`src/rtl/seg_pkg.sv`:
```
// Shared display-code constants and conversion FSM encoding for the
// seven-segment path; also consumed by seg_mapping downstream.
package seg_pkg;

  localparam logic [4:0] SEG_BLANK = 5'd16;
  localparam logic [4:0] SEG_MINUS = 5'd17;

  typedef enum logic [1:0] {
    IDLE,
    CONVERT,
    FORMAT
  } state_t;

  // BCD nibble to display code, optionally suppressed to a blank glyph
  function automatic logic [4:0] dec_digit(input logic [3:0] nib, input logic suppress);
    return suppress ? SEG_BLANK : {1'b0, nib};
  endfunction

endpackage

```
`src/rtl/bin2bcd_seq.sv`:
```
// Iterative 8-bit double-dabble: one add-3/shift step per clock, eight
// steps after start, done high during the cycle of the final step.
module bin2bcd_seq (
  input  logic       clk,
  input  logic       rst_n,
  input  logic       i_start,
  input  logic [7:0] i_bin,
  output logic       o_done,
  output logic [3:0] o_hundreds,
  output logic [3:0] o_tens,
  output logic [3:0] o_ones
);

  logic [19:0] r_sr;
  logic [2:0]  r_cnt;
  logic        r_active;
  logic [19:0] w_adj;

  always_comb begin
    w_adj = r_sr;
    for (int unsigned i = 0; i < 3; i++) begin
      w_adj[8 + 4*i +: 4] = (r_sr[8 + 4*i +: 4] >= 4'd5) ? r_sr[8 + 4*i +: 4] + 4'd3
                                                          : r_sr[8 + 4*i +: 4];
    end
  end

  always_ff @(posedge clk or negedge rst_n) begin
    if (!rst_n) begin
      r_sr     <= '0;
      r_cnt    <= '0;
      r_active <= 1'b0;
    end else if (i_start) begin
      r_sr     <= {12'd0, i_bin};
      r_cnt    <= '0;
      r_active <= 1'b1;
    end else if (r_active) begin
      r_sr  <= {w_adj[18:0], 1'b0};
      r_cnt <= r_cnt + 3'd1;
      if (r_cnt == 3'd7) r_active <= 1'b0;
    end
  end

  assign o_done     = r_active && (r_cnt == 3'd7);
  assign o_hundreds = r_sr[19:16];
  assign o_tens     = r_sr[15:12];
  assign o_ones     = r_sr[11:8];

endmodule

```
`src/rtl/seg_scan_driver.sv`:
```
// Captures an 8-bit ALU result, formats it as signed decimal or hex into
// four display codes, and time-multiplexes them onto one digit bus.
module seg_scan_driver
  import seg_pkg::*;
#(
  parameter int unsigned REFRESH_DIV = 100000
) (
  input  logic       clk,
  input  logic       rst_n,
  input  logic [7:0] value,
  input  logic       hex_mode,
  input  logic       load,
  output logic       busy,
  output logic [3:0] an,
  output logic [4:0] digit_holder
);

  localparam int unsigned      PW         = $clog2(REFRESH_DIV);
  localparam logic [PW-1:0]    PRESC_MAX  = PW'(REFRESH_DIV - 1);

  state_t          r_state, w_next;
  logic [7:0]      r_value;
  logic            r_hex;
  logic [3:0][4:0] r_disp;
  logic [3:0][4:0] w_fmt_disp;
  logic            w_accept, w_start, w_fmt;
  logic [7:0]      w_mag;
  logic            w_done;
  logic [3:0]      w_h, w_t, w_o;
  logic [PW-1:0]   r_presc;
  logic [1:0]      r_idx;
  logic [3:0]      r_an;
  logic [4:0]      r_digit;

  // Magnitude of the live input, so conversion starts on the accepting edge
  assign w_mag = value[7] ? (~value + 8'd1) : value;

  bin2bcd_seq u_bcd (
    .clk       (clk),
    .rst_n     (rst_n),
    .i_start   (w_start),
    .i_bin     (w_mag),
    .o_done    (w_done),
    .o_hundreds(w_h),
    .o_tens    (w_t),
    .o_ones    (w_o)
  );

  always_ff @(posedge clk or negedge rst_n) begin
    if (!rst_n) r_state <= IDLE;
    else        r_state <= w_next;
  end

  always_comb begin
    w_next = r_state;
    unique case (r_state)
      IDLE:    if (load)   w_next = hex_mode ? FORMAT : CONVERT;
      CONVERT: if (w_done) w_next = FORMAT;
      FORMAT:              w_next = IDLE;
      default:             w_next = IDLE;
    endcase
  end

  always_comb begin
    w_accept = (r_state == IDLE) && load;
    w_start  = w_accept && !hex_mode;
    w_fmt    = (r_state == FORMAT);
    busy     = (r_state != IDLE);
  end

  always_comb begin
    w_fmt_disp = {4{SEG_BLANK}};
    if (r_hex) begin
      w_fmt_disp[1] = {1'b0, r_value[7:4]};
      w_fmt_disp[0] = {1'b0, r_value[3:0]};
    end else begin
      w_fmt_disp[3] = r_value[7] ? SEG_MINUS : SEG_BLANK;
      w_fmt_disp[2] = dec_digit(w_h, w_h == 4'd0);
      w_fmt_disp[1] = dec_digit(w_t, (w_h == 4'd0) && (w_t == 4'd0));
      w_fmt_disp[0] = {1'b0, w_o};
    end
  end

  // All four codes change together so the scanner never sees a mix
  always_ff @(posedge clk or negedge rst_n) begin
    if (!rst_n) begin
      r_value <= '0;
      r_hex   <= 1'b0;
      r_disp  <= {4{SEG_BLANK}};
    end else begin
      if (w_accept) begin
        r_value <= value;
        r_hex   <= hex_mode;
      end
      if (w_fmt) r_disp <= w_fmt_disp;
    end
  end

  always_ff @(posedge clk or negedge rst_n) begin
    if (!rst_n) begin
      r_presc <= '0;
      r_idx   <= '0;
      r_an    <= '1;
      r_digit <= SEG_BLANK;
    end else begin
      if (r_presc == PRESC_MAX) begin
        r_presc <= '0;
        r_idx   <= r_idx + 2'd1;
      end else begin
        r_presc <= r_presc + 1'b1;
      end
      r_an    <= ~(4'b0001 << r_idx);
      r_digit <= r_disp[r_idx];
    end
  end

  assign an           = r_an;
  assign digit_holder = r_digit;

endmodule

```
`config.mk`:
```
export PLATFORM = sky130hd
export DESIGN_NAME = seg_scan_driver
export DESIGN_NICKNAME = d
export VERILOG_FILES = /design/src/rtl/seg_pkg.sv /design/src/rtl/bin2bcd_seq.sv /design/src/rtl/seg_scan_driver.sv
export SDC_FILE = /design/constraint.sdc
export NUM_CORES = 1
export LEC_CHECK = 0
export CAP_MARGIN = 25
export CORE_MARGIN = 8
export CORE_UTILIZATION = 45
export DETAILED_ROUTE_END_ITERATION = 10
export GPL_TIMING_DRIVEN = 0
export SYNTH_ARGS = -nofsm -noshare
export SYNTH_HDL_FRONTEND = slang
export SYNTH_HIERARCHICAL = 1
export SYNTH_SLANG_ARGS = --single-unit
```
`constraint.sdc`:
```
create_clock -name clk -period 2.2 [get_ports clk]
set_input_delay 0.44 -clock clk [delete_from_list [all_inputs] [get_ports clk]]
set_output_delay 0.44 -clock clk [all_outputs]
set_load 0.02 [all_outputs]
```
Word-level counts from Yosys, hierarchy flattened:

Cells that the tools add are included.
W data, S select, Z words.

* word-level logic and storage cells: 68
* output and inout port bits: 10
* input port bits: 12
* register bits: 83

* reductions and logical operators: 11
* bitwise operators: 2
* mux-type cells: 23
* eq/ne operators: 6
* shift operators: 1
* $add $sub $neg: 7
* $lt $le $gt $ge: 4

Operators by type and width (number)
* $mux W20: 2
* $add A17 B1 Y17 const B: 1
* $eq A17 B17 Y1 const B: 1
* $mux W17: 1
* $mux W5: 3
* $ge A4 B3 Y1 const B: 3
* $bmux W5 S2: 1
* $mux W10: 1
* $mux W3: 3
* $add A4 B2 Y4 const B: 2
* $add A8 B1 Y8 const B: 1
* $logic_not A4 Y1: 2
* $mux W4: 2
* $mux W8: 1
* $not A8 Y8: 1
* $mux W2: 3
* $mux W6: 1
* $logic_and A1 B1 Y1: 4
* $mux W1: 4
* $not A4 Y4: 1
* $pmux W2 S2: 1
* $reduce_bool A2 Y1: 2
* $shl A1 B2 Y4 const A: 1
* $add A3 B1 Y3 const B: 1
* other kinds (11): 11

Logic depth before layout (Yosys ltp):

Gate-level depths: netlist of run 1.

* word-level depth: 4
* gate-level depth with buffers: 7
* depth with buffers taken out: 7

Cells and area by module:

Netlist of run 1, hierarchy kept.

Modules (own cells, without submodules)
* seg_scan_driver: instances 1, area each 2631.3 um2, cells each 242, seq. area each 1386.3 um2
* bin2bcd_seq: instances 1, area each 1397.6 um2, cells each 144, seq. area each 600.6 um2

Worst setup path before layout of run 1:

Ideal clock, no wire load.

* path kind: flip-flop to flip-flop
* start: register r_state[1]
* end: register u_bcd.r_sr[18]
* required time: 2074 ps
* data arrival time: 1706 ps
* slack: 368 ps
* period minus slack after synthesis: 1832 ps
* stages on the path, launching flop included: 6
* library setup time: 126 ps
* buffers on the path: 0
* path through: dfrtp_1 -> or2_2 -> nor3_1 -> inv_1 -> and4_1 -> a311o_1

* cells in the longest elaborated chain, start to end: 4
* elaborated cells between the ends (all ways): 5
* those cells by class: 1 x mux; 4 x reduce/logical

RTL lines
* start: declaration: RTL line seg_scan_driver.sv:21 `state_t r_state, w_next;`
* start signal: assignment: RTL line seg_scan_driver.sv:51 `else r_state <= w_next;`
* $logic_not A2 Y1 *: RTL line seg_scan_driver.sv:65 `w_accept = (r_state == IDLE) && load;`
* $logic_and A1 B1 Y1 *: RTL line seg_scan_driver.sv:65
* $logic_and A1 B1 Y1 *: RTL line seg_scan_driver.sv:66 `w_start = w_accept && !hex_mode;`
* via w_start: RTL line seg_scan_driver.sv:26 `logic w_accept, w_start, w_fmt;`
* $mux W20 / $reduce_bool A2 Y1 (equally long branches)
* end signal: assignment: RTL line bin2bcd_seq.sv:33 `r_sr <= {12'd0, i_bin};`
* end signal: assignment: RTL line bin2bcd_seq.sv:37 `r_sr <= {w_adj[18:0], 1'b0};`
* end: declaration: RTL line bin2bcd_seq.sv:14 `logic [19:0] r_sr;`

The timed path passes the listed nets; every way through them passes the cells marked *.
A chain may end at the register's enable or synchronous reset.

Final worst setup path of run 1:

* start: register r_state[1]
* end: output busy

* cells in the longest elaborated chain, start to end: 1

RTL lines
* $reduce_bool A2 Y1: RTL line seg_scan_driver.sv:68 `busy = (r_state != IDLE);`
* end: declaration: RTL line seg_scan_driver.sv:13 `output logic busy,`

Every way passes these cells.

==> results of run 1 <==
==> what timing repair did <==
action | in CTS | in global routing
buffers inserted | 0 | 0
resized for setup | 0 | 1
setup endpoints to repair | 0 | 10
==> per-layer routing <==
layer | up-vias | share of wire [%] | wire length, um | GRT usage, %
met5 | - | 0 | 0 | 0
met2 | 35 | 46 | 3700 | 20.9
met3 | 6 | 3.3 | 264 | 2.71
met1 | 1350 | 50 | 3980 | 18.7
met4 | 0 | 0.75 | 60 | 5.14
li1 | 1393 | - | - | -
==> worst paths after layout <==
path / end / cells past startpoint
min in group clk: r_state[1] / 1
setup reg to reg: u_bcd/r_sr[18] / 5
hold reg to reg: r_state[1] / 1
hold / removal: r_presc[11] / 1
max in group asynchronous: r_disp[9] / 2
setup / recovery: busy / 2
==> placed cells by master (no fill, tap or decap), types with 2 or more instances in the layout <==
cell type                         Yosys  final
sky130_fd_sc_hd__a21oi_1              9      9
sky130_fd_sc_hd__a22oi_1              2      2
sky130_fd_sc_hd__a31oi_1              2      2
sky130_fd_sc_hd__and2_1               3      3
sky130_fd_sc_hd__and4_2               2      2
sky130_fd_sc_hd__buf_2                4      4
sky130_fd_sc_hd__buf_4               14     15
sky130_fd_sc_hd__buf_6                2      2
sky130_fd_sc_hd__clkbuf_1             5      5
sky130_fd_sc_hd__clkbuf_8             0     11
sky130_fd_sc_hd__clkdlybuf4s50_1      0     20
sky130_fd_sc_hd__clkinv_2             0      2
sky130_fd_sc_hd__clkinvlp_4           0      3
sky130_fd_sc_hd__dfrtp_1             71     71
sky130_fd_sc_hd__dfstp_2              8      8
sky130_fd_sc_hd__ha_1                14     14
sky130_fd_sc_hd__inv_1               21     21
sky130_fd_sc_hd__mux2_2               9      9
sky130_fd_sc_hd__mux2i_1             22     22
sky130_fd_sc_hd__nand2_1             49     49
sky130_fd_sc_hd__nand2b_1             5      5
sky130_fd_sc_hd__nand3_1             12     12
sky130_fd_sc_hd__nand3b_1             2      2
sky130_fd_sc_hd__nand4_1              5      5
sky130_fd_sc_hd__nand4_2              3      3
sky130_fd_sc_hd__nor2_1              23     23
sky130_fd_sc_hd__nor2b_1              2      2
sky130_fd_sc_hd__nor3_1               5      4
sky130_fd_sc_hd__nor4_1               2      2
sky130_fd_sc_hd__nor4_2               2      2
sky130_fd_sc_hd__o21ai_0             33     33
sky130_fd_sc_hd__o311ai_1             2      2
sky130_fd_sc_hd__or2_2                2      2
sky130_fd_sc_hd__or4_1                4      4
sky130_fd_sc_hd__xnor2_1             18     18
sky130_fd_sc_hd__xor2_1               4      4
==> final cells by class <==
class | count | share of cell area, %
inverters | 22 | 1.85
repair buffers | 22 | 5.13
plain buffers | 26 | 3.74
flip-flops and latches | 79 | 43.3
clock inverters | 5 | 0.709
well taps | 108 | 2.95
clock buffers | 11 | 3.30
multi-input cells | 259 | 39.0
==> stage by stage <==
step           worst slack, ps  cells  util, %  hold slack [ps]  power [mW]
2_1_floorplan              368    386        -              144        3.57
3_3_place_gp             -2140    515     50.2              462        4.05
3_5_place_dp              -230    516     50.4              408        4.12
4_1_cts                   73.8    532     52.6             22.1        5.14
5_1_grt                   15.7    532     52.6             37.7        5.51
6_report                  76.9    532     52.6             12.0        5.09
==> cells in the mapped netlist, types with 2 or more instances <==
library cell               count  area (um2)
sky130_fd_sc_hd__a21oi_1       9        45.0
sky130_fd_sc_hd__a22oi_1       2        15.0
sky130_fd_sc_hd__a31oi_1       2        12.5
sky130_fd_sc_hd__and2_1        3        18.8
sky130_fd_sc_hd__and4_2        2        20.0
sky130_fd_sc_hd__buf_2         4        20.0
sky130_fd_sc_hd__buf_4        14         105
sky130_fd_sc_hd__buf_6         2        22.5
sky130_fd_sc_hd__clkbuf_1      5        18.8
sky130_fd_sc_hd__dfrtp_1      71        1780
sky130_fd_sc_hd__dfstp_2       8         210
sky130_fd_sc_hd__ha_1         14         175
sky130_fd_sc_hd__inv_1        21        78.8
sky130_fd_sc_hd__mux2_2        9         101
sky130_fd_sc_hd__mux2i_1      22         220
sky130_fd_sc_hd__nand2_1      49         184
sky130_fd_sc_hd__nand2b_1      5        31.3
sky130_fd_sc_hd__nand3_1      12        60.1
sky130_fd_sc_hd__nand3b_1      2        15.0
sky130_fd_sc_hd__nand4_1       5        31.3
sky130_fd_sc_hd__nand4_2       3        37.5
sky130_fd_sc_hd__nor2_1       23        86.3
sky130_fd_sc_hd__nor2b_1       2        12.5
sky130_fd_sc_hd__nor3_1        5        25.0
sky130_fd_sc_hd__nor4_1        2        12.5
sky130_fd_sc_hd__nor4_2        2        25.0
sky130_fd_sc_hd__o21ai_0      33         165
sky130_fd_sc_hd__o311ai_1      2        17.5
sky130_fd_sc_hd__or2_2         2        12.5
sky130_fd_sc_hd__or4_1         4        30.0
sky130_fd_sc_hd__xnor2_1      18         158
sky130_fd_sc_hd__xor2_1        4        35.0
==> cell families (layout without fill, tap and decap cells) <==
group / count (synthesis) / after routing / share of synthesized area [%]
compound gates: 62 / 62 / 9.50
xor+xnor: 22 / 22 / 4.78
fa+ha+maj: 14 / 14 / 4.35
buf+inv: 48 / 86 / 6.37
flops: 79 / 79 / 49.3
mux: 32 / 32 / 8.54
simple gates: 129 / 129 / 17.1
==> state kept, by name, indices dropped and copies added, names as in the netlist <==
| register | cells |
|---|---|
| u_bcd/r_active | 1 |
| r_disp | 16 |
| r_hex | 1 |
| an | 4 |
| r_idx | 2 |
| digit_holder | 5 |
| r_state | 2 |
| r_value | 8 |
| r_presc | 17 |
| u_bcd/r_cnt | 3 |
| u_bcd/r_sr | 20 |
==> power by group through the flow <==
| stage | clock [mW] | combinational (mW) | sequential, mW |
|---|---|---|---|
| 2_1_floorplan | 0 | 1.38 | 2.18 |
| 3_3_place_gp | 0 | 1.81 | 2.24 |
| 3_5_place_dp | 0 | 1.87 | 2.25 |
| 4_1_cts | 1.03 | 1.88 | 2.22 |
| 5_1_grt | 1.10 | 2.13 | 2.28 |
| 6_report | 1.01 | 1.86 | 2.22 |
==> metrics.md, run 1 <==
| Metric | Value |
|---|---|
| EDFF count, synth | 0 |
| Detail Placement HPWL | 5870 um |
| H-tree levels | 3 |
| FF+latch area | approximately 2000 um2 |
| Final Wtd Congestion | about 0.78 |
| Slowest Stage Delay on Critical Path | 560 ps |
| Critical Path Sink Type | output pin |
| Syn Nets | around 400 |
| Status | finished clean |
| Number of port buffers | 21 |
| Antenna cell count | 0 |
| Post-synthesis register bit count | 79 |
| Fill cells | between 700 and 800 |
| CP startpoint | r_state[1] |
| Clock latency at the later pin of the worst-skew pair | 350 ps |
| Worst path arrival time | between 1500 and 2000 ps |
| Number of global-route vias before repair | 2,835 |
| Post-Synthesis Mean Instance Area | 10.4 um2 |
| Cell-by-cell trace of the critical path | or2_2, clkdlybuf4s50_1 |
| Critical path type | flop to output pin |
| Total overflow reported by the global router | 0 |
| Share of layout cells above drive strength 1 | 17.7% |
| Remaining number of nets flagged by the antenna check after routing | 0 |
| Antenna violations before repair | 0 |
| Area added between synthesis and finish | 13.9% |
| Avg Vias per Cell | 5.23 |
| Internal power | between 3 and 4 mW |
| Fraction of registers with async set/reset | 100% |
| Count of different cell masters after synthesis | 57 |
| Switching power summed over all nets | 1.83 mW |
| Cell with the largest stage delay on the worst path | sky130_fd_sc_hd__clkdlybuf4s50_1 |
| Clock tree from TritonCTS | built |
| Clock tree skew after final layout | 12.1 ps |
| Reg2reg setup slack | approximately 340 ps |
| CTS clock-pin slew for the worst setup and hold paths | 90 ps |
| Final hold violations | 0 |
| Tcrit/Tclk final | 96.5% |
| Clk root buf | sky130_fd_sc_hd__clkbuf_8 |
| Total non-filler cell area in the finished layout | 4590 um2 |
| Clk sink count | 79 |
| Count of routing violations after the opening detailed-route iteration | between 100 and 150 |
| Largest delay contributor family on the critical path | buffers and inverters |
| Netlist area before placement | 4030 um2 |
| Pin count of the biggest net entering global routing | 49 |
| Largest vdd supply drop | 640 uV |
| Total global-route track usage | 13.7% |
| Critical path required time | between 1500 and 2000 ps |
| Final-stage net count | 445 |
| Slew at the pin closest to its max-slew limit | 535 ps |
| Row cnt | 34 |
| Number of placed I/O pins | 22 |
| Switching share of total power | 35.9% |
| First-pass GRT wire length | 14,200 um |
| Placed standard-cell area | 4400 um2 |
| Startpoint of the lowest-slack register-to-register path | r_state[1] |
| Routed length per placed instance | roughly 15 um |
| Max Fanout on Critical Path | 4 |
| Starting utilization of the core area | 46.2% |
| Highest clock rate | 471 MHz |
| Via total after detailed routing | 2,784 |
| Remaining design rule violation count | 0 |
| Part of the power in registers | 43.6% |
| Area of the die | 12,200 um2 |
| Leakage power of the design | 2.05 nW |
| Number of buffers on the longest clock path | 2 |
| Total area of multi-input combinational cells | 1790 um2 |
| Launching element type of the critical path | flop |
| Most used DFF post-synth | sky130_fd_sc_hd__dfrtp_1 |
| Die span in x | 111 um |
| Setup TNS Final | 0 ps |
| Part of the Yosys area used for sequential elements | 49.3% |
| Total clock buffers created by CTS | 9 |
| Count of final max-slew check failures | 0 |
| Vertical die dimension | 111 um |
| Comb pwr share | 36.5% |
| Min cycle time layout | 2120 ps |
| Count of endpoints failing setup in the final report | 0 |
| Combined buffer and inverter count along the critical path | 1 |
| Max Cap Violations | 0 |
| Post-synthesis instance total | 386 |
| Power Density | 1110 nW/um2 |
| Clock network power share | 19.8% |
| Routed wire length | 8000 um |
| Number of hold buffers added after CTS | 0 |
| Yosys warnings | 6 |
| Slew HR | between 60 and 70% |
| Core Area | 8720 um2 |
| Setup repair after global routing missed its margin | no |
| Hold Path Class | input port to async pin |
| Detailed Routing Iterations Pass 1 | 7 |
No activity file was read; power rests on OpenSTA's default activity.
==> run 2: changes to the inputs <==
CAP_MARGIN = unset   (was 25)
==> results of run 2 <==
Same layout as run 1: the final DEF is identical, and so are final timing and power.
